`config.mk`:
```
export PLATFORM = sky130hd
export DESIGN_NAME = square_bounce_painter
export DESIGN_NICKNAME = d
export VERILOG_FILES = /design/src/rtl/square_bounce_painter.sv
export SDC_FILE = /design/constraint.sdc
export NUM_CORES = 1
export LEC_CHECK = 0
export BUFFER_PORTS_ARGS = -buffer_cell sky130_fd_sc_hd__buf_2
export CAP_MARGIN = 0
export CORE_AREA = 2 2 86 88
export DETAILED_ROUTE_END_ITERATION = 8
export DIE_AREA = 0 0 88 90
export GPL_ROUTABILITY_DRIVEN = 0
export GPL_TIMING_DRIVEN = 0
export PLACE_DENSITY = 0.67
export SYNTH_ARGS = -nofsm -noshare
export SYNTH_HDL_FRONTEND = slang
export SYNTH_SLANG_ARGS = --single-unit
```
`constraint.sdc`:
```
create_clock -name clk_pix -period 3.15 [get_ports clk_pix]
set_input_delay 0.63 -clock clk_pix [delete_from_list [all_inputs] [get_ports clk_pix]]
set_output_delay 0.63 -clock clk_pix [all_outputs]
set_load 0.01 [all_outputs]
```
`src/rtl/square_bounce_painter.sv`:
```
// Paints a bouncing square (plus optional 1-pixel screen border) over a flat background.
// Position/direction update once per frame on the first vertical-blanking line.
module square_bounce_painter #(
    parameter int          CORDW   = 10,
    parameter int          H_RES   = 640,
    parameter int          V_RES   = 480,
    parameter int          SQ_SIZE = 200,
    parameter int          SPEED   = 4,
    parameter logic [11:0] FG_RGB  = 12'hFFF,
    parameter logic [11:0] BG_RGB  = 12'h137
) (
    input  logic             clk_pix,
    input  logic             rst_pix,
    input  logic [CORDW-1:0] sx,
    input  logic [CORDW-1:0] sy,
    input  logic             de,
    input  logic             hsync,
    input  logic             vsync,
    input  logic [1:0]       mode,
    input  logic             border_en,
    output logic             vga_hsync,
    output logic             vga_vsync,
    output logic [3:0]       vga_r,
    output logic [3:0]       vga_g,
    output logic [3:0]       vga_b,
    output logic             edge_hit
);
    // One extra bit so qx+SPEED and qx+SQ_SIZE never wrap.
    localparam int               CW    = CORDW + 1;
    localparam logic [CW-1:0]    XMAX  = CW'(H_RES - SQ_SIZE);
    localparam logic [CW-1:0]    YMAX  = CW'(V_RES - SQ_SIZE);
    localparam logic [CW-1:0]    SPD   = CW'(SPEED);
    localparam logic [CW-1:0]    SQ    = CW'(SQ_SIZE);
    localparam logic [CW-1:0]    HLAST = CW'(H_RES - 1);
    localparam logic [CW-1:0]    VLAST = CW'(V_RES - 1);
    localparam logic [CW-1:0]    VTICK = CW'(V_RES);
    localparam logic [CORDW-1:0] X0    = CORDW'((H_RES - SQ_SIZE) / 2);
    localparam logic [CORDW-1:0] Y0    = CORDW'((V_RES - SQ_SIZE) / 2);

    typedef enum logic [1:0] {
        MODE_STATIC   = 2'b00,
        MODE_BOUNCE   = 2'b01,
        MODE_RECENTRE = 2'b10,
        MODE_RSVD     = 2'b11
    } mode_e;

    typedef struct packed {
        logic [CORDW-1:0] pos;
        logic             fwd;
        logic             hit;
    } axis_t;

    function automatic axis_t step_axis(input logic [CORDW-1:0] pos,
                                        input logic             fwd,
                                        input logic [CW-1:0]    maxp);
        axis_t         r;
        logic [CW-1:0] p;
        logic [CW-1:0] s;
        p     = {1'b0, pos};
        r.pos = pos;
        r.fwd = fwd;
        r.hit = 1'b0;
        if (fwd) begin
            s = p + SPD;
            if (s >= maxp) begin
                r.pos = maxp[CORDW-1:0];
                r.fwd = 1'b0;
                r.hit = 1'b1;
            end else begin
                r.pos = s[CORDW-1:0];
            end
        end else begin
            s = p - SPD;
            if (p <= SPD) begin
                r.pos = '0;
                r.fwd = 1'b1;
                r.hit = 1'b1;
            end else begin
                r.pos = s[CORDW-1:0];
            end
        end
        return r;
    endfunction

    logic [CORDW-1:0] qx_q, qx_d, qy_q, qy_d;
    logic             dx_q, dx_d, dy_q, dy_d;
    logic             hit_q, hit_d;
    logic [11:0]      rgb_q, rgb_d;
    logic             hs_q, vs_q;

    logic [CW-1:0] sxw, syw, qxw, qyw;
    logic          tick, in_sq, on_border;
    axis_t         ax, ay;

    assign sxw  = {1'b0, sx};
    assign syw  = {1'b0, sy};
    assign qxw  = {1'b0, qx_q};
    assign qyw  = {1'b0, qy_q};
    assign tick = (sx == '0) && (syw == VTICK);
    assign ax   = step_axis(qx_q, dx_q, XMAX);
    assign ay   = step_axis(qy_q, dy_q, YMAX);

    always_comb begin
        qx_d  = qx_q;
        qy_d  = qy_q;
        dx_d  = dx_q;
        dy_d  = dy_q;
        hit_d = 1'b0;
        if (tick) begin
            case (mode_e'(mode))
                MODE_BOUNCE: begin
                    qx_d  = ax.pos;
                    dx_d  = ax.fwd;
                    qy_d  = ay.pos;
                    dy_d  = ay.fwd;
                    hit_d = ax.hit | ay.hit;
                end
                MODE_RECENTRE: begin
                    qx_d = X0;
                    qy_d = Y0;
                end
                default: ;
            endcase
        end
    end

    // Inclusive-exclusive bounds give exactly SQ_SIZE pixels per side.
    assign in_sq = (sxw >= qxw) && (sxw < qxw + SQ) && (syw >= qyw) && (syw < qyw + SQ);
    assign on_border = border_en &&
                       ((sx == '0) || (sy == '0) || (sxw == HLAST) || (syw == VLAST));

    always_comb begin
        rgb_d = '0;
        if (de) rgb_d = (in_sq || on_border) ? FG_RGB : BG_RGB;
    end

    always_ff @(posedge clk_pix) begin
        if (rst_pix) begin
            qx_q  <= X0;
            qy_q  <= Y0;
            dx_q  <= 1'b1;
            dy_q  <= 1'b1;
            hit_q <= 1'b0;
            rgb_q <= '0;
            hs_q  <= 1'b1;
            vs_q  <= 1'b1;
        end else begin
            qx_q  <= qx_d;
            qy_q  <= qy_d;
            dx_q  <= dx_d;
            dy_q  <= dy_d;
            hit_q <= hit_d;
            rgb_q <= rgb_d;
            hs_q  <= hsync;
            vs_q  <= vsync;
        end
    end

    assign vga_r     = rgb_q[11:8];
    assign vga_g     = rgb_q[7:4];
    assign vga_b     = rgb_q[3:0];
    assign vga_hsync = hs_q;
    assign vga_vsync = vs_q;
    assign edge_hit  = hit_q;
endmodule

```
# --- Word level (Yosys, flattened, before mapping) ---
# Index checks and enable logic that the tools add are counted.
totals:
  n_memories: 0
  latch_bits: 0
  in_bits: 28
  romBits: 0
  out_inout_bits: 15
  ramBits: 0
  elab_cells: 60
  reg_bits: 37
classes:
  n_shift: 0
  n_lt_le_gt_ge: 8
  muxes: 13
  n_reduce_logical: 16
  n_eq_ne: 5
  addsub: 6
  div_mod_pow: 0
  n_bitwise: 4
  mul: 0
ops:
  columns: ["cell", "n"]
  rows:
  - ["2-to-1 mux 10 bit", 4]
  - ["one-hot mux 10 bit (2 select lines)", 2]
  - ["2-to-1 mux 12 bit", 3]
  - ["adder 10 x 3 -> 11 bit (second input constant)", 2]
  - ["adder 10 x 8 -> 11 bit (second input constant)", 2]
  - [">= comparator 11 x 9 -> 1 bit (second input constant)", 2]
  - ["< comparator 10 x 11 -> 1 bit", 2]
  - ["equality test 10 x 9 -> 1 bit (second input constant)", 2]
  - [">= comparator 10 bit", 2]
  - ["less-or-equal comparator 10 x 3 -> 1 bit (second input constant)", 2]
  - ["logical NOT 10 bit", 2]
  - ["subtractor 10 x 3 -> 10 bit (second input constant)", 2]
  - ["equality test 10 bit (second input constant)", 1]
  - ["2-to-1 mux 2 bit", 4]
  - ["logical AND 1 bit", 5]
  - ["logical OR 1 bit", 4]
  - ["AND reduction 2 bit", 2]
  - ["NOT 1 bit", 3]
  - ["OR reduction 3 bit", 1]
  - ["equality test 2 x 1 -> 1 bit (second input constant)", 1]
  - ["equality test 2 bit (second input constant)", 1]
  - ["nonzero test 2 bit", 1]
  - ["OR reduction 2 bit", 1]
  - ["bitwise OR 1 bit", 1]

# --- Depth between registers and ports, before layout ---
# Gate-level depths: netlist (run 1).
depth:
  depth_word: 7
  ltp_mapped: 11
  depth_no_buf: 10

# --- Worst setup path after synthesis (run 1) ---
# No wires, ideal clock.
synth_path:
  path_type: "input port to flip-flop"
  from: "input port sx[1]"
  to: "register qx_q[6]"
  n_path_buf: 0
  arrival_ps: 2240
  path_slack_ps: 781
  setup_time_ps: 129
  required_time_ps: 3021
  stages: 5
  cell_sequence: "or4_1 or4_1 or4_4 a221oi_1 a21oi_1"
synth_via:
  elab_chain_len: 3
synth_rtl:
  columns: ["item", "line_no", "rtl"]
  rows:
  - ["start, declared", "14", "input logic [CORDW-1:0] sx,"]
  - ["logical NOT 10 bit", "99", "assign tick = (sx == '0) && (syw == VTICK);"]
  - ["logical AND 1 bit", "99", null]
  - ["AND reduction 2 bit (no source line)", null, null]
  - ["end signal, assigned", "148", "qx_q <= qx_d;"]
  - ["end, declared", "85", "logic [CORDW-1:0] qx_q, qx_d, qy_q, qy_d;"]
# No other way between the ends.
# A chain may end at the register's enable or synchronous reset.

# --- Worst setup path in the final report (run 1) ---
layout_path:
  from: "register qx_q[3]"
  to: "register qx_q[3]"
layout_via:
  elab_chain_len: 5
  word_cells_on_any_way: 8
  classes_between: "add/sub (2); order compare (2); mux (4)"
layout_rtl:
  columns: ["item", "line_no", "rtl"]
  rows:
  - ["adder 10 x 3 -> 11 bit", "64", "s = p + SPD;"]
  - [">= comparator 11 x 9 -> 1 bit", "65", "if (s >= maxp) begin"]
  - ["2-to-1 mux 10 bit", "65", null]
  - ["2-to-1 mux 12 bit *", "63", "if (fwd) begin"]
  - ["one-hot mux 10 bit (2 select lines) *", "110", "case (mode_e'(mode))"]
# Every way passes the cells marked *; elsewhere a longest branch is shown, timed or not.

==> results of run 1 <==
-- sequential cells by signal, summed over array words and instances (netlist names) --
name and flops:
qx_q 8, qy_q 8, rgb_q 2, vga_hsync 1
vga_vsync 1, edge_hit 1, dy_q 1, dx_q 1
-- layout make-up --
class                           count  area, um^2  area share, %
Multi-Input combinational cell    293        2080           66.5
Timing Repair Buffer               41         205           6.57
Buffer                             23         125           4.00
Tap cell                           99         124           3.96
Inverter                           23        86.3           2.76
Sequential cell                    23         460           14.7
Clock buffer                        4        45.0           1.44
-- cell families after synthesis --
| family | Yosys count | share of synthesized area (%) |
|---|---|---|
| mux | 3 | 1.10 |
| fa+ha+maj | 44 | 20.1 |
| simple gates | 130 | 25.3 |
| compound gates | 99 | 23.6 |
| buf+inv | 46 | 7.71 |
| xor+xnor | 17 | 5.43 |
| flops | 23 | 16.8 |
-- layer usage --
metal | wire length [um] | track usage [%]
met1 | 3290 | 25.8
met5 | 0 | 0
met2 | 3870 | 35.9
met3 | 513 | 2.66
met4 | 101 | 4.23
-- worst paths after layout --
path / slack, ps / cells after the start / to
min reg2reg: 610 / 2 / qy_q[3]$_SDFFE_PP1P_
max reg2reg: 450 / 7 / qx_q[3]$_SDFFE_PP1P_
max: 450 / 7 / qx_q[3]$_SDFFE_PP1P_
min: 520 / 2 / vga_hsync$_SDFF_PP1_
-- stage by stage --
step | cells | hold WS, ps | setup WS, ps | power [mW]
2_1_floorplan | 362 | 506 | 781 | 0.355
3_5_place_dp | 502 | 572 | 60.7 | 0.403
4_1_cts | 506 | 522 | 354 | 0.604
5_1_grt | 506 | 527 | 325 | 0.634
3_3_place_gp | 502 | 564 | 218 | 0.399
6_report | 506 | 524 | 452 | 0.600
-- power breakdown --
| part | leakage (nW) | internal, mW | switching, mW |
|---|---|---|---|
| clock | 0.0228 | 0.0909 | 0.111 |
| sequential | 0.187 | 0.293 | 0.00142 |
| combinational | 1.13 | 0.0466 | 0.0573 |
-- cells in the final DEF (no fill, tap or decap), types with 5 or more instances in the layout --
cell type | netlist | layout
nand3_1 | 13 | 13
or4_1 | 5 | 5
buf_2 | 0 | 41
a211oi_1 | 5 | 5
nand2b_1 | 5 | 5
a21oi_1 | 28 | 28
nor2b_1 | 5 | 5
o21ai_0 | 19 | 19
buf_4 | 10 | 10
nor3_1 | 7 | 7
ha_1 | 44 | 44
dfxtp_1 | 23 | 23
inv_1 | 22 | 22
nor4_1 | 5 | 5
clkbuf_1 | 11 | 12
xnor2_1 | 17 | 17
o21a_1 | 6 | 6
nor2_1 | 27 | 27
nand2_1 | 30 | 30
nand4_1 | 12 | 12
and3_1 | 5 | 5
-- critical path, delay by kind of cell (launching register included) --
kind / cells / cell delay [ps]
DFF: 1 / 430
and+or+nand+nor: 3 / 530
adders and majority gates: 1 / 270
muxes: 1 / 460
AOI/OAI and AO/OA: 2 / 890
==> flow_metrics.tcl, run 1 <==
set metrics [dict create \
    layout_min_cycle_time_ps 2700 \
    arrival_ps 2860 \
    worstMarginPinSlew_ps 708 \
    clockRootBuffer "clkbuf_8" \
    crit_chain "ha_1, and4_1, nand3_1, mux2i_1, a21boi_0, nand2_1, o22a_1" \
    synthTopCellsByArea "ha_1 (20%), dfxtp_1 (17%), xnor2_1 (5.4%), a21oi_1 (5.1%), nand2_1 (4.1%)" \
    utilization_pct 44.5 \
    ys_ff_latch 23 \
    numCtsBuffers 3 \
    place_area_mm2 0.00307 \
    area_growth_pct 14.0 \
    crit_path_top_delay_cell "a21boi_0" \
    grt_pass1_wl_mm 13.1 \
    min_path_type "in -> reg" \
    diodes 0 \
    synth_warnings 0 \
    clk_latency_ps 280 \
    grt_pass1_vias 2804 \
    ys_seq_area_share_pct 16.8 \
    fillers 733 \
    startpoint "qx_q[3]$_SDFFE_PP1P_" \
    hpwl_mm 6.17 \
    synth-edff-count 0 \
    fp-row-count 31 \
    track_usage_pct 20.3 \
    vias 2860 \
    yosysMostFrequentCell "ha_1" \
    ioPinCount 43 \
    max_freq_mhz 371 \
    slew_violations 0 \
    drive_gt1_share_pct 15.5 \
    die_x_um 88 \
    finalCritPeriodShare_pct 85.6 \
    grt_max_degree 13 \
    synth_nets 434 \
    crit_required_ps 3320 \
    p_leak_nw 1.34 \
    synth.avg_cell_area_um2 7.57 \
    portBuffers 41 \
    synth_common_cells "ha_1 (44), nand2_1 (30), a21oi_1 (28), nor2_1 (27), dfxtp_1 (23)" \
    cap_violations 0 \
    cts_tree "yes" \
    dr.pass1.iters 5 \
    synth-main-ff-cell "dfxtp_1" \
    wl_per_cell_um 15.4 \
    rsz0062_at_grt "no" \
    max_stage_delay_ps 650 \
    cp-start-kind "register" \
    cp_max_fo 6 \
    setup_viol 0 \
    irDropWorstVdd_mv 0.186 \
    yosysTopAreaCell "ha_1" \
    h-tree-depth 1 \
    nNetsFinal 480 \
    cts.clk_slew.worst_paths_ps 90 \
    worstSetupPathType "reg -> reg" \
    post_cts_resized 0 \
    dieArea_mm2 0.00792 \
    clk_path_buf_depth 2 \
    fp.dieH_um 90 \
    synth_area_mm2 0.00274 \
    async_reset_ff_share_pct 0 \
    powerDensity_mw_per_mm2 192 \
    start_util_pct 39.0 \
    cts-hold-fix-buffers 0 \
    slew-limit-headroom_pct 52.4 \
    cts.sinks 23 \
    postCtsSetupBuffers 0 \
    drtIter0Drc 235 \
    antenna_left 0 \
    netlist.area_leader.share_pct 20.1 \
    synthCells 362 \
    hold_viol_final 0 \
    drc 0 \
    outcome "completed" \
    via_per_inst 5.65 \
    fin_setup_tns_ps 0 \
    fin_skew_ps 4.04 \
    coreArea_mm2 0.00702 \
    hp-start "hsync" \
    r2r-start "qx_q[3]$_SDFFE_PP1P_" \
    overflow 0 \
    routed_wl_mm 7.77 \
    antenna_found_initial 0 \
    worst_setup_path_end_kind "register" \
    design_area_mm2 0.00312 \
    yosysUniqueCellTypes 58 \
]
Power figures use the tool's default switching activity.
==> run 2, diff against run 1 <==
--- a/config.mk
+++ b/config.mk
@@ -13,6 +13,7 @@
 export GPL_ROUTABILITY_DRIVEN = 0
 export GPL_TIMING_DRIVEN = 0
 export PLACE_DENSITY = 0.67
+export RECOVER_POWER = 50
 export SYNTH_ARGS = -nofsm -noshare
 export SYNTH_HDL_FRONTEND = slang
 export SYNTH_SLANG_ARGS = --single-unit
==> constraint.sdc (replaced) <==
create_clock -name clk_pix -period 3 [get_ports clk_pix]
set_input_delay 0.6 -clock clk_pix [delete_from_list [all_inputs] [get_ports clk_pix]]
set_output_delay 0.6 -clock clk_pix [all_outputs]
set_load 0.01 [all_outputs]
==> run 2 against run 1 <==
Net effect:
- worst hold slack lost 30 ps
- via count grew 0.87%
- wire length shrank 0.67%
- combinational power grew 4%
- first-iteration DRC count shrank 16%
- largest power group unchanged
- count of clock-buffer cells in the layout is the same
==> flow_metrics.tcl, run 2 (synthesis results as in run 1) <==
set metrics [dict create \
    outcome "completed" \
    startpoint "qx_q[3]$_SDFFE_PP1P_" \
    hold_viol_final 0 \
    clockRootBuffer "clkbuf_8" \
    p_leak_nw 1.32 \
    drive_gt1_share_pct 14.0 \
    routed_wl_mm 7.72 \
    cts.sinks 23 \
    drc 0 \
    final_cell_mix "ha_1 (44), buf_2 (35), nand2_1 (30), a21oi_1 (28), nor2_1 (27)" \
    crit_required_ps 3160 \
    grt_pass1_vias 2804 \
    top_regs "qx_q (8), qy_q (8), rgb_q (2)" \
    area_growth_pct 13.7 \
    fp-row-count 31 \
    grt_pass1_wl_mm 13.1 \
    cap_violations 0 \
    multi_input_area_mm2 0.00208 \
    layout_commonest_cell "ha_1" \
    seq_power_share_pct 49.0 \
    slew_violations 0 \
    grt_max_degree 13 \
    dr_wl_met2_mm 3.87 \
    h-tree-depth 1 \
    worst_setup_path_end_kind "register" \
    coreArea_mm2 0.00702 \
    hp-start "hsync" \
    utilization_pct 44.4 \
    comb_power_share_pct 17.1 \
    finalPower_uw 630 \
    clk_path_buf_depth 2 \
    vias 2885 \
    cp_max_fo 6 \
    cts_tree "yes" \
    dieArea_mm2 0.00792 \
    m1WireLength_mm 3.22 \
    power_switching_uw 180 \
    dr.pass1.iters 5 \
    clk_latency_ps 280 \
    hpwl_mm 6.17 \
    rsz0062_at_grt "no" \
    cp-start-kind "register" \
    numCtsBuffers 3 \
    slew-limit-headroom_pct 52.2 \
    max_freq_mhz 382 \
    antenna_left 0 \
    irDropWorstVdd_mv 0.195 \
    via_per_inst 5.70 \
    fin_skew_ps 4.27 \
    hold_ws_ps 494 \
    powerDensity_mw_per_mm2 202 \
    worstSetupPathType "reg -> reg" \
    track_usage_pct 20.3 \
    overflow 0 \
    wl_per_cell_um 15.3 \
    drtIter0Drc 197 \
    p_clk_share_pct 33.9 \
    start_util_pct 39.0 \
    swShare_pct 28.5 \
    min_path_type "in -> reg" \
    cts.clk_slew.worst_paths_ps 90 \
    arrival_ps 2780 \
    dr.max_layer_used "met4" \
    r2r-start "qx_q[3]$_SDFFE_PP1P_" \
    setup_viol 0 \
    fillers 737 \
    ioPinCount 43 \
    cts-hold-fix-buffers 0 \
    fp.dieH_um 90 \
    finalCritPeriodShare_pct 87.2 \
    internal-power_uw 451 \
    portBuffers 41 \
    seq_area_um2 460 \
    layout_min_cycle_time_ps 2620 \
    dr_wl_met3_um 524 \
    nNetsFinal 480 \
    antenna_found_initial 0 \
    worstMarginPinSlew_ps 711 \
    diodes 0 \
    die_x_um 88 \
]
[run 2: what timing repair did]
item | 4_1_cts | 5_1_grt
endpoints found under the setup margin | 0 | 2
setup buffers | 0 | 0
resized for setup | 0 | 1
[run 2: metrics by stage]
stage | std cells | setup WS [ps] | cell area, um^2 | setup TNS, ps
after floorplan | 362 | 661 | 2740 | 0
after global placement | 502 | 98.2 | 3070 | 0
after detailed placement | 502 | -59.3 | 3070 | -60.2
after CTS | 506 | 234 | 3120 | 0
after global routing | 506 | 180 | 3120 | 0
final | 506 | 383 | 3120 | 0
[run 2: worst paths after layout]
check             slack [ps]  cells after the start              endpoint
setup / recovery         380                      7  qx_q[3]$_SDFFE_PP1P_
hold / removal           490                      2  vga_hsync$_SDFF_PP1_
setup reg to reg         380                      7  qx_q[3]$_SDFFE_PP1P_
hold reg to reg          610                      2  qx_q[9]$_SDFFE_PP0P_
[run 2: final cells by class]
type | count | share of cell area (%)
tap | 99 | 3.97
clock buffer | 4 | 1.45
inverter | 23 | 2.77
multi-input combinational | 293 | 66.7
sequential | 23 | 14.8
buffer | 23 | 4.01
timing repair buffer | 41 | 6.34
[run 2: critical path: stages, from the launching register on]
cell,delay (ps)
dfxtp_1,430
ha_1,270
and4_1,300
nand3_1,120
mux2i_1,460
a21boi_0,570
nand2_1,110
o22a_1,240
[run 2: power groups by stage]
stage                     Combinational (mW)  Sequential, mW  Clock, mW
final                                  0.108           0.309      0.214
after global routing                   0.122           0.309      0.233
after CTS                              0.108           0.309      0.218
after detailed placement               0.107           0.316          0
after global placement                 0.103           0.316          0
after floorplan                       0.0556           0.317          0
[run 2: routing by layer]
layer  up-vias  GRT usage [%]
li1       1430              -
met1      1334           25.8
met2       105           35.9
met3        16           2.66
met4         0           4.23
met5         -              0
==> run 3, diff against run 2 <==
--- a/config.mk
+++ b/config.mk
@@ -7,12 +7,12 @@
 export LEC_CHECK = 0
 export BUFFER_PORTS_ARGS = -buffer_cell sky130_fd_sc_hd__buf_2
 export CAP_MARGIN = 0
-export CORE_AREA = 2 2 86 88
+export CORE_AREA = 2 2 71 107
 export DETAILED_ROUTE_END_ITERATION = 8
-export DIE_AREA = 0 0 88 90
+export DIE_AREA = 0 0 73 109
 export GPL_ROUTABILITY_DRIVEN = 0
 export GPL_TIMING_DRIVEN = 0
-export PLACE_DENSITY = 0.67
+export PLACE_DENSITY = 0.66
 export RECOVER_POWER = 50
 export SYNTH_ARGS = -nofsm -noshare
 export SYNTH_HDL_FRONTEND = slang
==> run 3 against run 2 <==
Net effect:
- global-route usage is 0.056 points higher
- count of clock-buffer cells in the layout down 1
- critical path depth did not move
- critical path type unchanged
- largest cell class unchanged
- highest routed layer unchanged
==> flow_metrics.tcl, run 3 (synthesis results as in run 1) <==
set metrics [dict create \
    outcome "completed" \
    worstMarginPinSlew_ps 1020 \
    place_area_mm2 0.00305 \
    internal-power_uw 448 \
    area_growth_pct 12.5 \
    coreArea_mm2 0.00708 \
    power_switching_uw 183 \
    path_buf_inv 0 \
    fp.dieH_um 109 \
    antenna_left 0 \
    drive_gt1_share_pct 14.3 \
    cts-hold-fix-buffers 0 \
    cp-start-kind "register" \
    ioPinCount 43 \
    dp_slack_ps 130 \
    wl_per_cell_um 16.2 \
    cts.clk_slew.worst_paths_ps 80 \
    setup_slack_ps 338 \
    numCtsBuffers 3 \
    clk_latency_ps 290 \
    dr.pass1.iters 4 \
    design_area_mm2 0.00308 \
    layout_min_cycle_time_ps 2660 \
    rsz0062_at_grt "no" \
    hpwl_mm 6.46 \
    comb_power_share_pct 16.8 \
    p_leak_nw 1.31 \
    crit_path_top_delay_cell "a21boi_0" \
    clockRootBuffer "clkbuf_8" \
    fin_skew_ps 19.1 \
    portBuffers 41 \
    max_stage_delay_ps 590 \
    seq_power_share_pct 48.9 \
    arrival_ps 2830 \
    grt_pass1_vias 2908 \
    cts_tree "yes" \
    die_x_um 73 \
    postCtsSetupBuffers 0 \
    p_clk_share_pct 34.3 \
    grt_pass1_wl_mm 13.0 \
    clk_path_buf_depth 2 \
    h-tree-depth 1 \
    grt_max_degree 14 \
    layout_commonest_cell "ha_1" \
    nNetsFinal 480 \
    utilization_pct 43.5 \
    slew_violations 0 \
    start_util_pct 38.7 \
    max_freq_mhz 376 \
    cap_violations 0 \
    via_per_inst 5.90 \
    irDropWorstVdd_mv 0.140 \
    powerDensity_mw_per_mm2 205 \
    swShare_pct 29.0 \
    slew-limit-headroom_pct 32.1 \
    setup_viol 0 \
    drtIter0Drc 198 \
    drc 0 \
    track_usage_pct 20.3 \
    crit_required_ps 3170 \
    routed_wl_mm 7.90 \
    dieArea_mm2 0.00796 \
    overflow 0 \
    worstSetupPathType "reg -> reg" \
    cts.sinks 23 \
    cp_max_fo 6 \
    hold_viol_final 0 \
    rrSetupSlack_ps 340 \
    hold_ws_ps 507 \
    fp-row-count 38 \
    worst_setup_path_end_kind "register" \
    post_cts_resized 0 \
    antenna_found_initial 0 \
    final_cell_mix "ha_1 (44), buf_2 (36), nand2_1 (30), a21oi_1 (28), nor2_1 (27)" \
    min_path_type "in -> reg" \
    crit_chain "ha_1, and4_1, nand3_1, mux2i_1, a21boi_0, nand2_1, o22a_1" \
    vias 2873 \
    critPathTopFamily "compound AO/OA/AOI/OAI gates" \
    fin_setup_tns_ps 0 \
    finalCritPeriodShare_pct 88.7 \
    top_regs "qx_q (8), qy_q (8), rgb_q (2)" \
    diodes 0 \
]
==> run 3: power by group through the flow <==
stage | registers [mW] | clock network, mW | logic, mW
4_1_cts | 0.309 | 0.215 | 0.108
3_3_place_gp | 0.316 | 0 | 0.103
3_5_place_dp | 0.316 | 0 | 0.106
5_1_grt | 0.309 | 0.226 | 0.120
6_report | 0.309 | 0.217 | 0.106
2_1_floorplan | 0.317 | 0 | 0.0556
==> run 3: through the flow <==
step | std cells | power (mW)
after CTS | 487 | 0.631
after detailed placement | 483 | 0.422
after floorplan | 362 | 0.373
after global routing | 487 | 0.656
after global placement | 483 | 0.419
final | 487 | 0.632
==> run 3: final cells by class <==
cell class	instances	area, um^2
Buffer	23	125
Tap cell	80	100
Inverter	23	86.3
Multi-Input combinational cell	293	2070
Clock inverter	1	5.00
Clock buffer	3	41.3
Fill cell	739	4000
Sequential cell	23	460
Timing Repair Buffer	41	199
==> run 3: path summary, 6_finish.rpt <==
check / start / to / cells past startpoint
worst max-delay path: qx_q[3]$_SDFFE_PP1P_ / qx_q[3]$_SDFFE_PP1P_ / 7
worst min-delay path: vsync / vga_vsync$_SDFF_PP1_ / 2
worst max register to register: qx_q[3]$_SDFFE_PP1P_ / qx_q[3]$_SDFFE_PP1P_ / 7
worst min register to register: dy_q$_SDFFE_PP1P_ / qy_q[3]$_SDFFE_PP1P_ / 2
==> run 3: layer usage <==
metal	share of wire (%)	up-vias	wire length (um)	track usage (%)
met5	0	-	0	0
met1	38	1323	3010	21.3
met2	55	99	4330	38.9
li1	-	1419	-	-
met3	3.2	32	249	1.76
met4	4.0	0	314	10.3
